File: config.mk
export PLATFORM = sky130hd
export DESIGN_NAME = ai_shot_engine
export DESIGN_NICKNAME = d
export VERILOG_FILES = /design/src/rtl/ai_shot_engine.sv
export SDC_FILE = /design/constraint.sdc
export NUM_CORES = 2
export LEC_CHECK = 0
export ABC_AREA = 1
export BUFFER_PORTS_ARGS = -buffer_cell sky130_fd_sc_hd__buf_2
export CORE_MARGIN = 4
export CORE_UTILIZATION = 41
export DETAILED_ROUTE_END_ITERATION = 12
export HOLD_SLACK_MARGIN = 0.1
export SETUP_SLACK_MARGIN = 0.3
export SLEW_MARGIN = 20
export SYNTH_ARGS = -nofsm -noshare
export SYNTH_HDL_FRONTEND = slang
export SYNTH_SLANG_ARGS = --single-unit
export TNS_END_PERCENT = 50
File: constraint.sdc
create_clock -name clock -period 8.1 [get_ports clock]
set_input_delay 1.215 -clock clock [delete_from_list [all_inputs] [get_ports clock]]
set_output_delay 1.215 -clock clock [all_outputs]
set_load 0.01 [all_outputs]
File: src/rtl/ai_shot_engine.sv
// ai_shot_engine: memory-mapped AI opponent shot generator for a square board.
//   Hunt mode scans untried cells from an LFSR-derived start index; target
//   mode pops neighbours of reported hits from a LIFO stack.
//   Optional macro AI_PARITY_HUNT_EN: hunt first accepts only (x+y)-even cells,
//   then re-scans accepting any untried cell if none was found.
// Ports:
//   clock, reset_n          - clock, asynchronous active-low reset
//   addr, write_en, read_en - register select and access strobes
//   data_in                 - write data
//   wait_request            - high while busy (access not accepted)
//   data_out                - read data of the accepted read, else 0
// Registers: 0 CTRL(W) 1 SEED(W) 2 RESULT(W) 3 SHOT(R) 4 STATUS(R)
module ai_shot_engine #(
   parameter int BOARD_DIM   = 10,
   parameter int STACK_DEPTH = 16,
   parameter int DATA_W      = 32
) (
   input  logic              clock,
   input  logic              reset_n,
   input  logic [3:0]        addr,
   input  logic              write_en,
   input  logic              read_en,
   input  logic [DATA_W-1:0] data_in,
   output logic              wait_request,
   output logic [DATA_W-1:0] data_out
);

   localparam int N     = BOARD_DIM * BOARD_DIM;
   localparam int IDX_W = $clog2(N);
   localparam int SP_W  = $clog2(STACK_DEPTH + 1);
   localparam int SA_W  = $clog2(STACK_DEPTH);
   localparam logic [7:0]       DMAX     = 8'(BOARD_DIM - 1);
   localparam logic [IDX_W-1:0] LAST_IDX = IDX_W'(N - 1);
   localparam logic [SP_W-1:0]  SP_FULL  = SP_W'(STACK_DEPTH);
`ifdef AI_PARITY_HUNT_EN
   localparam bit PARITY_HUNT = 1'b1;
`else
   localparam bit PARITY_HUNT = 1'b0;
`endif

   typedef enum logic [2:0] {S_CLEAR, S_IDLE, S_HUNT, S_TARGET, S_DONE} state_t;

   state_t state, next_state;

   logic [N-1:0]       tried;
   logic [15:0]        lfsr, lfsr_next;
   logic               shot_valid, shot_mode;
   logic [7:0]         shot_x, shot_y;
   logic [15:0]        shot_count;
   logic [15:0]        stack_q [STACK_DEPTH];
   logic [15:0]        stack_d [STACK_DEPTH];
   logic [SP_W-1:0]    sp_q, sp_d, sp_top;
   logic [IDX_W-1:0]   clr_idx, scan_idx, scan_cnt;
   logic [7:0]         scan_x, scan_y;
   logic               scan_phase2;

   logic               acc_wr, acc_rd, ctrl_wr, clear_req, start_req;
   logic               seed_wr, result_wr, result_apply;
   logic [IDX_W-1:0]   start_idx;
   logic [7:0]         start_x, start_y;
   logic [15:0]        top_ent;
   logic [IDX_W-1:0]   top_idx;
   logic               eligible;
   logic [3:0]         nb_ok;
   logic [15:0]        nb_ent [4];

   logic               do_issue, iss_mode, do_pop, hunt_load, scan_step;
   logic               phase_set, hunt_fail;
   logic [7:0]         iss_x, iss_y;
   logic [IDX_W-1:0]   iss_idx;
   logic [31:0]        rdata;
   logic               unused_hi;

   function automatic logic [IDX_W-1:0] idx_of(input logic [7:0] x, input logic [7:0] y);
      int v;
      v = int'(y) * BOARD_DIM + int'(x);
      return IDX_W'(v);
   endfunction

   // ---------------- bus decode ----------------
   assign wait_request = (state != S_IDLE);
   assign acc_wr       = write_en && !wait_request;
   assign acc_rd       = read_en && !wait_request;
   assign ctrl_wr      = acc_wr && (addr == 4'd0);
   assign clear_req    = ctrl_wr && data_in[1];
   assign start_req    = ctrl_wr && data_in[0] && !data_in[1];
   assign seed_wr      = acc_wr && (addr == 4'd1);
   assign result_wr    = acc_wr && (addr == 4'd2);
   assign result_apply = result_wr && shot_valid;
   assign unused_hi    = ^data_in[DATA_W-1:16];

   assign lfsr_next = {1'b0, lfsr[15:1]} ^ (lfsr[0] ? 16'hB400 : 16'h0000);

   // Low LFSR bits are < 2N, so a single conditional subtract folds them into range.
   always_comb begin
      int v;
      v = int'(lfsr[IDX_W-1:0]);
      if (v >= N) v = v - N;
      start_idx = IDX_W'(v);
      start_x   = 8'(v % BOARD_DIM);
      start_y   = 8'(v / BOARD_DIM);
   end

   assign sp_top   = sp_q - SP_W'(1);
   assign top_ent  = stack_q[sp_top[SA_W-1:0]];
   assign top_idx  = idx_of(top_ent[7:0], top_ent[15:8]);
   assign eligible = !tried[scan_idx] &&
                     (!PARITY_HUNT || scan_phase2 || !(scan_x[0] ^ scan_y[0]));
   assign iss_idx  = idx_of(iss_x, iss_y);

   // Neighbours in push order W, S, E, N so that pops return N, E, S, W.
   always_comb begin
      nb_ent[0] = {shot_y, shot_x - 8'd1};
      nb_ent[1] = {shot_y + 8'd1, shot_x};
      nb_ent[2] = {shot_y, shot_x + 8'd1};
      nb_ent[3] = {shot_y - 8'd1, shot_x};
      nb_ok[0]  = (shot_x != 8'd0) && !tried[idx_of(nb_ent[0][7:0], nb_ent[0][15:8])];
      nb_ok[1]  = (shot_y != DMAX) && !tried[idx_of(nb_ent[1][7:0], nb_ent[1][15:8])];
      nb_ok[2]  = (shot_x != DMAX) && !tried[idx_of(nb_ent[2][7:0], nb_ent[2][15:8])];
      nb_ok[3]  = (shot_y != 8'd0) && !tried[idx_of(nb_ent[3][7:0], nb_ent[3][15:8])];
   end

   // ---------------- FSM ----------------
   always_ff @(posedge clock or negedge reset_n) begin
      if (!reset_n) state <= S_CLEAR;
      else          state <= next_state;
   end

   always_comb begin
      next_state = state;
      do_issue   = 1'b0;
      iss_mode   = 1'b0;
      iss_x      = '0;
      iss_y      = '0;
      do_pop     = 1'b0;
      hunt_load  = 1'b0;
      scan_step  = 1'b0;
      phase_set  = 1'b0;
      hunt_fail  = 1'b0;
      case (state)
         S_CLEAR: if (clr_idx == LAST_IDX) next_state = S_IDLE;
         S_IDLE: begin
            if (clear_req) next_state = S_CLEAR;
            else if (start_req) begin
               if (sp_q != '0) next_state = S_TARGET;
               else begin
                  next_state = S_HUNT;
                  hunt_load  = 1'b1;
               end
            end
         end
         S_TARGET: begin
            if (sp_q == '0) begin
               next_state = S_HUNT;
               hunt_load  = 1'b1;
            end else begin
               do_pop = 1'b1;
               if (!tried[top_idx]) begin
                  do_issue   = 1'b1;
                  iss_mode   = 1'b1;
                  iss_x      = top_ent[7:0];
                  iss_y      = top_ent[15:8];
                  next_state = S_DONE;
               end
            end
         end
         S_HUNT: begin
            if (eligible) begin
               do_issue   = 1'b1;
               iss_x      = scan_x;
               iss_y      = scan_y;
               next_state = S_DONE;
            end else if (scan_cnt == LAST_IDX) begin
               if (PARITY_HUNT && !scan_phase2) begin
                  phase_set = 1'b1;
                  scan_step = 1'b1;
               end else begin
                  hunt_fail  = 1'b1;
                  next_state = S_DONE;
               end
            end else begin
               scan_step = 1'b1;
            end
         end
         S_DONE:  next_state = S_IDLE;
         default: next_state = S_CLEAR;
      endcase
   end

   // ---------------- target stack ----------------
   always_comb begin
      stack_d = stack_q;
      sp_d    = sp_q;
      if (clear_req || (result_apply && data_in[1])) begin
         sp_d = '0;
      end else if (result_apply && data_in[0]) begin
         for (int unsigned k = 0; k < 4; k++) begin
            if (nb_ok[k] && (sp_d < SP_FULL)) begin
               stack_d[sp_d[SA_W-1:0]] = nb_ent[k];
               sp_d = sp_d + SP_W'(1);
            end
         end
      end else if (do_pop) begin
         sp_d = sp_top;
      end
   end

   // ---------------- datapath ----------------
   always_ff @(posedge clock or negedge reset_n) begin
      if (!reset_n) begin
         lfsr        <= 16'hACE1;
         shot_valid  <= 1'b0;
         shot_mode   <= 1'b0;
         shot_x      <= '0;
         shot_y      <= '0;
         shot_count  <= '0;
         stack_q     <= '{default: '0};
         sp_q        <= '0;
         clr_idx     <= '0;
         scan_idx    <= '0;
         scan_cnt    <= '0;
         scan_x      <= '0;
         scan_y      <= '0;
         scan_phase2 <= 1'b0;
      end else begin
         stack_q <= stack_d;
         sp_q    <= sp_d;
         if (state == S_CLEAR)
            clr_idx <= (clr_idx == LAST_IDX) ? '0 : clr_idx + IDX_W'(1);
         if (clear_req) begin
            clr_idx    <= '0;
            shot_count <= '0;
         end
         if (seed_wr)
            lfsr <= (data_in[15:0] == 16'h0000) ? 16'hACE1 : data_in[15:0];
         if (result_wr) shot_valid <= 1'b0;
         if (hunt_load) begin
            scan_idx    <= start_idx;
            scan_x      <= start_x;
            scan_y      <= start_y;
            scan_cnt    <= '0;
            scan_phase2 <= 1'b0;
         end else if (scan_step) begin
            if (scan_idx == LAST_IDX) begin
               scan_idx <= '0;
               scan_x   <= '0;
               scan_y   <= '0;
            end else if (scan_x == DMAX) begin
               scan_idx <= scan_idx + IDX_W'(1);
               scan_x   <= '0;
               scan_y   <= scan_y + 8'd1;
            end else begin
               scan_idx <= scan_idx + IDX_W'(1);
               scan_x   <= scan_x + 8'd1;
            end
            scan_cnt <= phase_set ? '0 : scan_cnt + IDX_W'(1);
            if (phase_set) scan_phase2 <= 1'b1;
         end
         if (do_issue) begin
            shot_valid <= 1'b1;
            shot_mode  <= iss_mode;
            shot_x     <= iss_x;
            shot_y     <= iss_y;
            if (shot_count != 16'hFFFF) shot_count <= shot_count + 16'd1;
            lfsr <= lfsr_next;
         end
         if (hunt_fail) shot_valid <= 1'b0;
      end
   end

   // Bitmap is not reset: the CLEAR state zeroes it after any reset.
   always_ff @(posedge clock) begin
      if (state == S_CLEAR) tried[clr_idx] <= 1'b0;
      if (do_issue)         tried[iss_idx] <= 1'b1;
   end

   // ---------------- read mux ----------------
   always_comb begin
      rdata = '0;
      if (acc_rd) begin
         case (addr)
            4'd3:    rdata = {shot_valid, shot_mode, 14'd0, shot_y, shot_x};
            4'd4:    rdata = {wait_request, 15'd0, shot_count};
            default: rdata = '0;
         endcase
      end
      data_out = DATA_W'(rdata);
   end

endmodule

==> flow_metrics.py <==
metrics = {
    "cts": {
        "ctsLongestPathBuffers": 3,
        "cts_tree": "built",
        "hold_buffers": 0,
        "cts_sinks": 451,
        "clock_latency_ns": 0.67,
        "clk_pin_slew_worst_paths_ns": 0.06,
        "root_buffer": "clkbuf_16",
        "h-tree-depth": 2,
        "numCtsBuffers": 57,
    },
    "grt": {
        "grt_usage_pct": 35.2,
        "grt_pass1_wl_mm": 286,
        "grt_max_degree": 167,
        "grt_pass1_vias": 42700,
        "antenna_found_initial": 10,
        "overflow": 0,
    },
    "detailed_routing": {
        "routed_wl_mm": 197,
        "avgRoutedWirePerCell_um": 24.8,
        "ant_nets": 0,
        "drtIter0Drc": 6860,
        "route.detailed.drc": 0,
        "vias_per_cell": 6.14,
        "drtPass1Iterations": 8,
        "vias": 48700,
    },
    "sta": {
        "rsz0062_at_grt": "no",
        "tightest_slew_ns": 1.17,
        "fmax_mhz": 133,
        "maxSlewHeadroom_pct": 21.8,
        "slew_viol_final": 0,
        "setup_viol": 0,
        "finalHoldViolCount": 0,
        "fin_crit_sh_pct": 92.7,
        "clock-skew-final_ns": 0.0160,
        "hold_ws_ns": 0.466,
        "period_needed_ns": 7.51,
        "setup_tns_ns": 0,
    },
    "worst_hold_path": {
        "hold_path_depth": 2,
        "holdCritStartpoint": "tried[14]",
        "hold-path-endpoint": "tried[14]",
        "hold_class": "reg2reg",
    },
    "yosys": {
        "yosysTopAreaCellShare_pct": 20.8,
        "synth_top_family_by_area": "simple AND/OR/NAND/NOR gates",
        "syn_area_um2": 41200,
        "syn_inst": 6818,
        "muxShareOfSynthArea_pct": 0.125,
        "synth-simple-area-share_pct": 36.8,
        "synth_ff_type": "dfrtp_1",
        "avgSynthCellArea_um2": 6.04,
        "synthTopCellsByCount": "2,138 x nand2_1, 748 x nand3_1, 688 x o21ai_0",
        "yosys.cell_types.count": 66,
        "synthAdderAreaFrac_pct": 3.18,
        "synth_compound_area_share_pct": 22.0,
        "yosysMostFrequentCell": "nand2_1",
        "yosysWarnings": 0,
        "yosys_register_bits": 451,
        "synth_edf_count": 0,
        "yosysTopAreaCell": "dfrtp_1",
        "yosys-top-cells-area": "dfrtp_1 21%, nand2_1 19%, nand3_1 9.1%",
        "yosysSeqAreaShare_pct": 26.2,
        "ys_async_sr_fraction_pct": 77.8,
        "synth_xor_area_share_pct": 1.55,
    },
    "setup_path": {
        "r2r-start": "sp_q[1]",
        "worstSetupEndpointType": "flip-flop",
        "cp_slowest_cell": "o311ai_1",
        "cp_common_cell": "inv_1",
        "start_kind": "flip-flop",
        "r2r_end": "tried[62]",
        "rrSetupSlack_ns": 0.59,
        "cp.required_ns": 8.70,
        "path_class": "reg2reg",
        "r2r_cells": 37,
        "critPathMaxFanout": 16,
        "cp.arrival_ns": 8.12,
        "cpPeakStageDelay_ns": 0.69,
    },
    "final_layout": {
        "drive_gt1_share_pct": 7.48,
        "areaGrowthSynthToFinish_pct": 8.50,
        "layout.nets": 6722,
    },
    "die": {
        "io_pins": 73,
        "die_area_um2": 106000,
        "fp-row-count": 116,
        "fp.dieW_um": 325,
        "initial_utilization_pct": 41.3,
        "core-area_um2": 99900,
        "die_height_um": 325,
    },
    "placement": {
        "hpwl_mm": 130,
        "place.port_buffers": 42,
        "gp_congestion": 1.05,
    },
    "job": {
        "cap_violations": 0,
    },
    "outcome": {
        "status": "complete, no violations",
    },
}
[logic make-up (layout without fill, tap and decap cells)]
group	Yosys count	count (layout)
and+or+nand+nor	3569	3569
muxes	5	5
DFF	451	451
adders and majority gates	98	98
xor gates and xnor gates	71	71
buffers and inverters	1038	835
other	1	19
AOI/OAI and AO/OA	1585	1585
[registers in the layout, indices dropped and copies added (netlist names)]
register	flops
shot_count	16
stack_q	256
lfsr	16
state	3
scan_idx	7
shot_x	8
tried	100
clr_idx	7
sp_q	5
shot_y	8
scan_cnt	7
scan_y	8
shot_mode	1
shot_valid	1
scan_x	8
[worst max path at each step]
stage	to	slack [ns]	depth (start not counted)	start
after detailed placement	tried[4]	0.29	35	sp_q[1]
final	tried[62]	0.59	37	sp_q[1]
after global placement	tried[0]	0.46	35	sp_q[0]
after floorplan	tried[69]	0.34	51	sp_q[0]
after global routing	tried[56]	0.28	42	sp_q[0]
after CTS	tried[23]	0.44	35	sp_q[1]
[metal layers]
layer | vias up | GRT usage, % | share of wire, %
li1 | 22300 | - | -
met1 | 22600 | 46.3 | 39
met2 | 3041 | 51.9 | 42
met3 | 688 | 8.85 | 12
met4 | 10 | 21.3 | 7.5
met5 | - | 0 | 0.038
[worst max-delay path, delay by kind of cell (launching register included)]
kind / cells / cell delay (ns)
AO/OA/AOI/OAI: 5 / 1.46
XOR/XNOR: 2 / 0.60
adder cells (fa/ha/maj): 7 / 1.97
buffers and inverters: 10 / 1.39
flip-flops: 1 / 0.45
AND/OR/NAND/NOR: 13 / 1.54
[what timing repair did]
action,4_1_cts,5_1_grt
setup endpoints to repair,64,100
buffers inserted,0,5
gates resized for setup,1,30
cloned,0,5
pin swaps,0,7
[layout make-up]
class                   instances  area (µm²)
diodes                          5        12.5
clock buffers                  81        1640
clock inverters                22         229
fillers                     10600       55200
inverters                     495        1870
multi-input cells            5342       26600
flip-flops and latches        451       10800
well taps                    1298        1620
repair buffers                237        1930
[cell usage in the layout (no fill, tap or decap), types with 27 or more instances in the layout]
cell type	count
a21oi_1	385
buf_2	41
buf_4	175
clkbuf_16	62
dfrtp_1	339
dfxtp_1	100
ha_1	86
inv_1	449
inv_2	27
nand2_1	2131
nand3_1	743
nand4_1	161
nor2_1	373
nor3_1	40
o211ai_1	204
o21a_1	61
o21ai_0	686
o21ai_1	86
o22ai_1	36
xor2_1	37
[stage by stage]
| step | instance area, µm² | instances | setup WS, ns | util (%) |
|---|---|---|---|---|
| after floorplan | 41300 | 6831 | 0.340 | - |
| after global placement | 42500 | 7810 | 0.461 | 42.5 |
| after detailed placement | 42500 | 7811 | 0.290 | 42.6 |
| after CTS | 44400 | 7914 | 0.444 | 44.4 |
| after global routing | 44700 | 7926 | 0.284 | 44.7 |
| final | 44700 | 7931 | 0.587 | 44.8 |
Power is not shown: default switching activity piles up to over one toggle a cycle in this logic, so the estimate is an artifact.
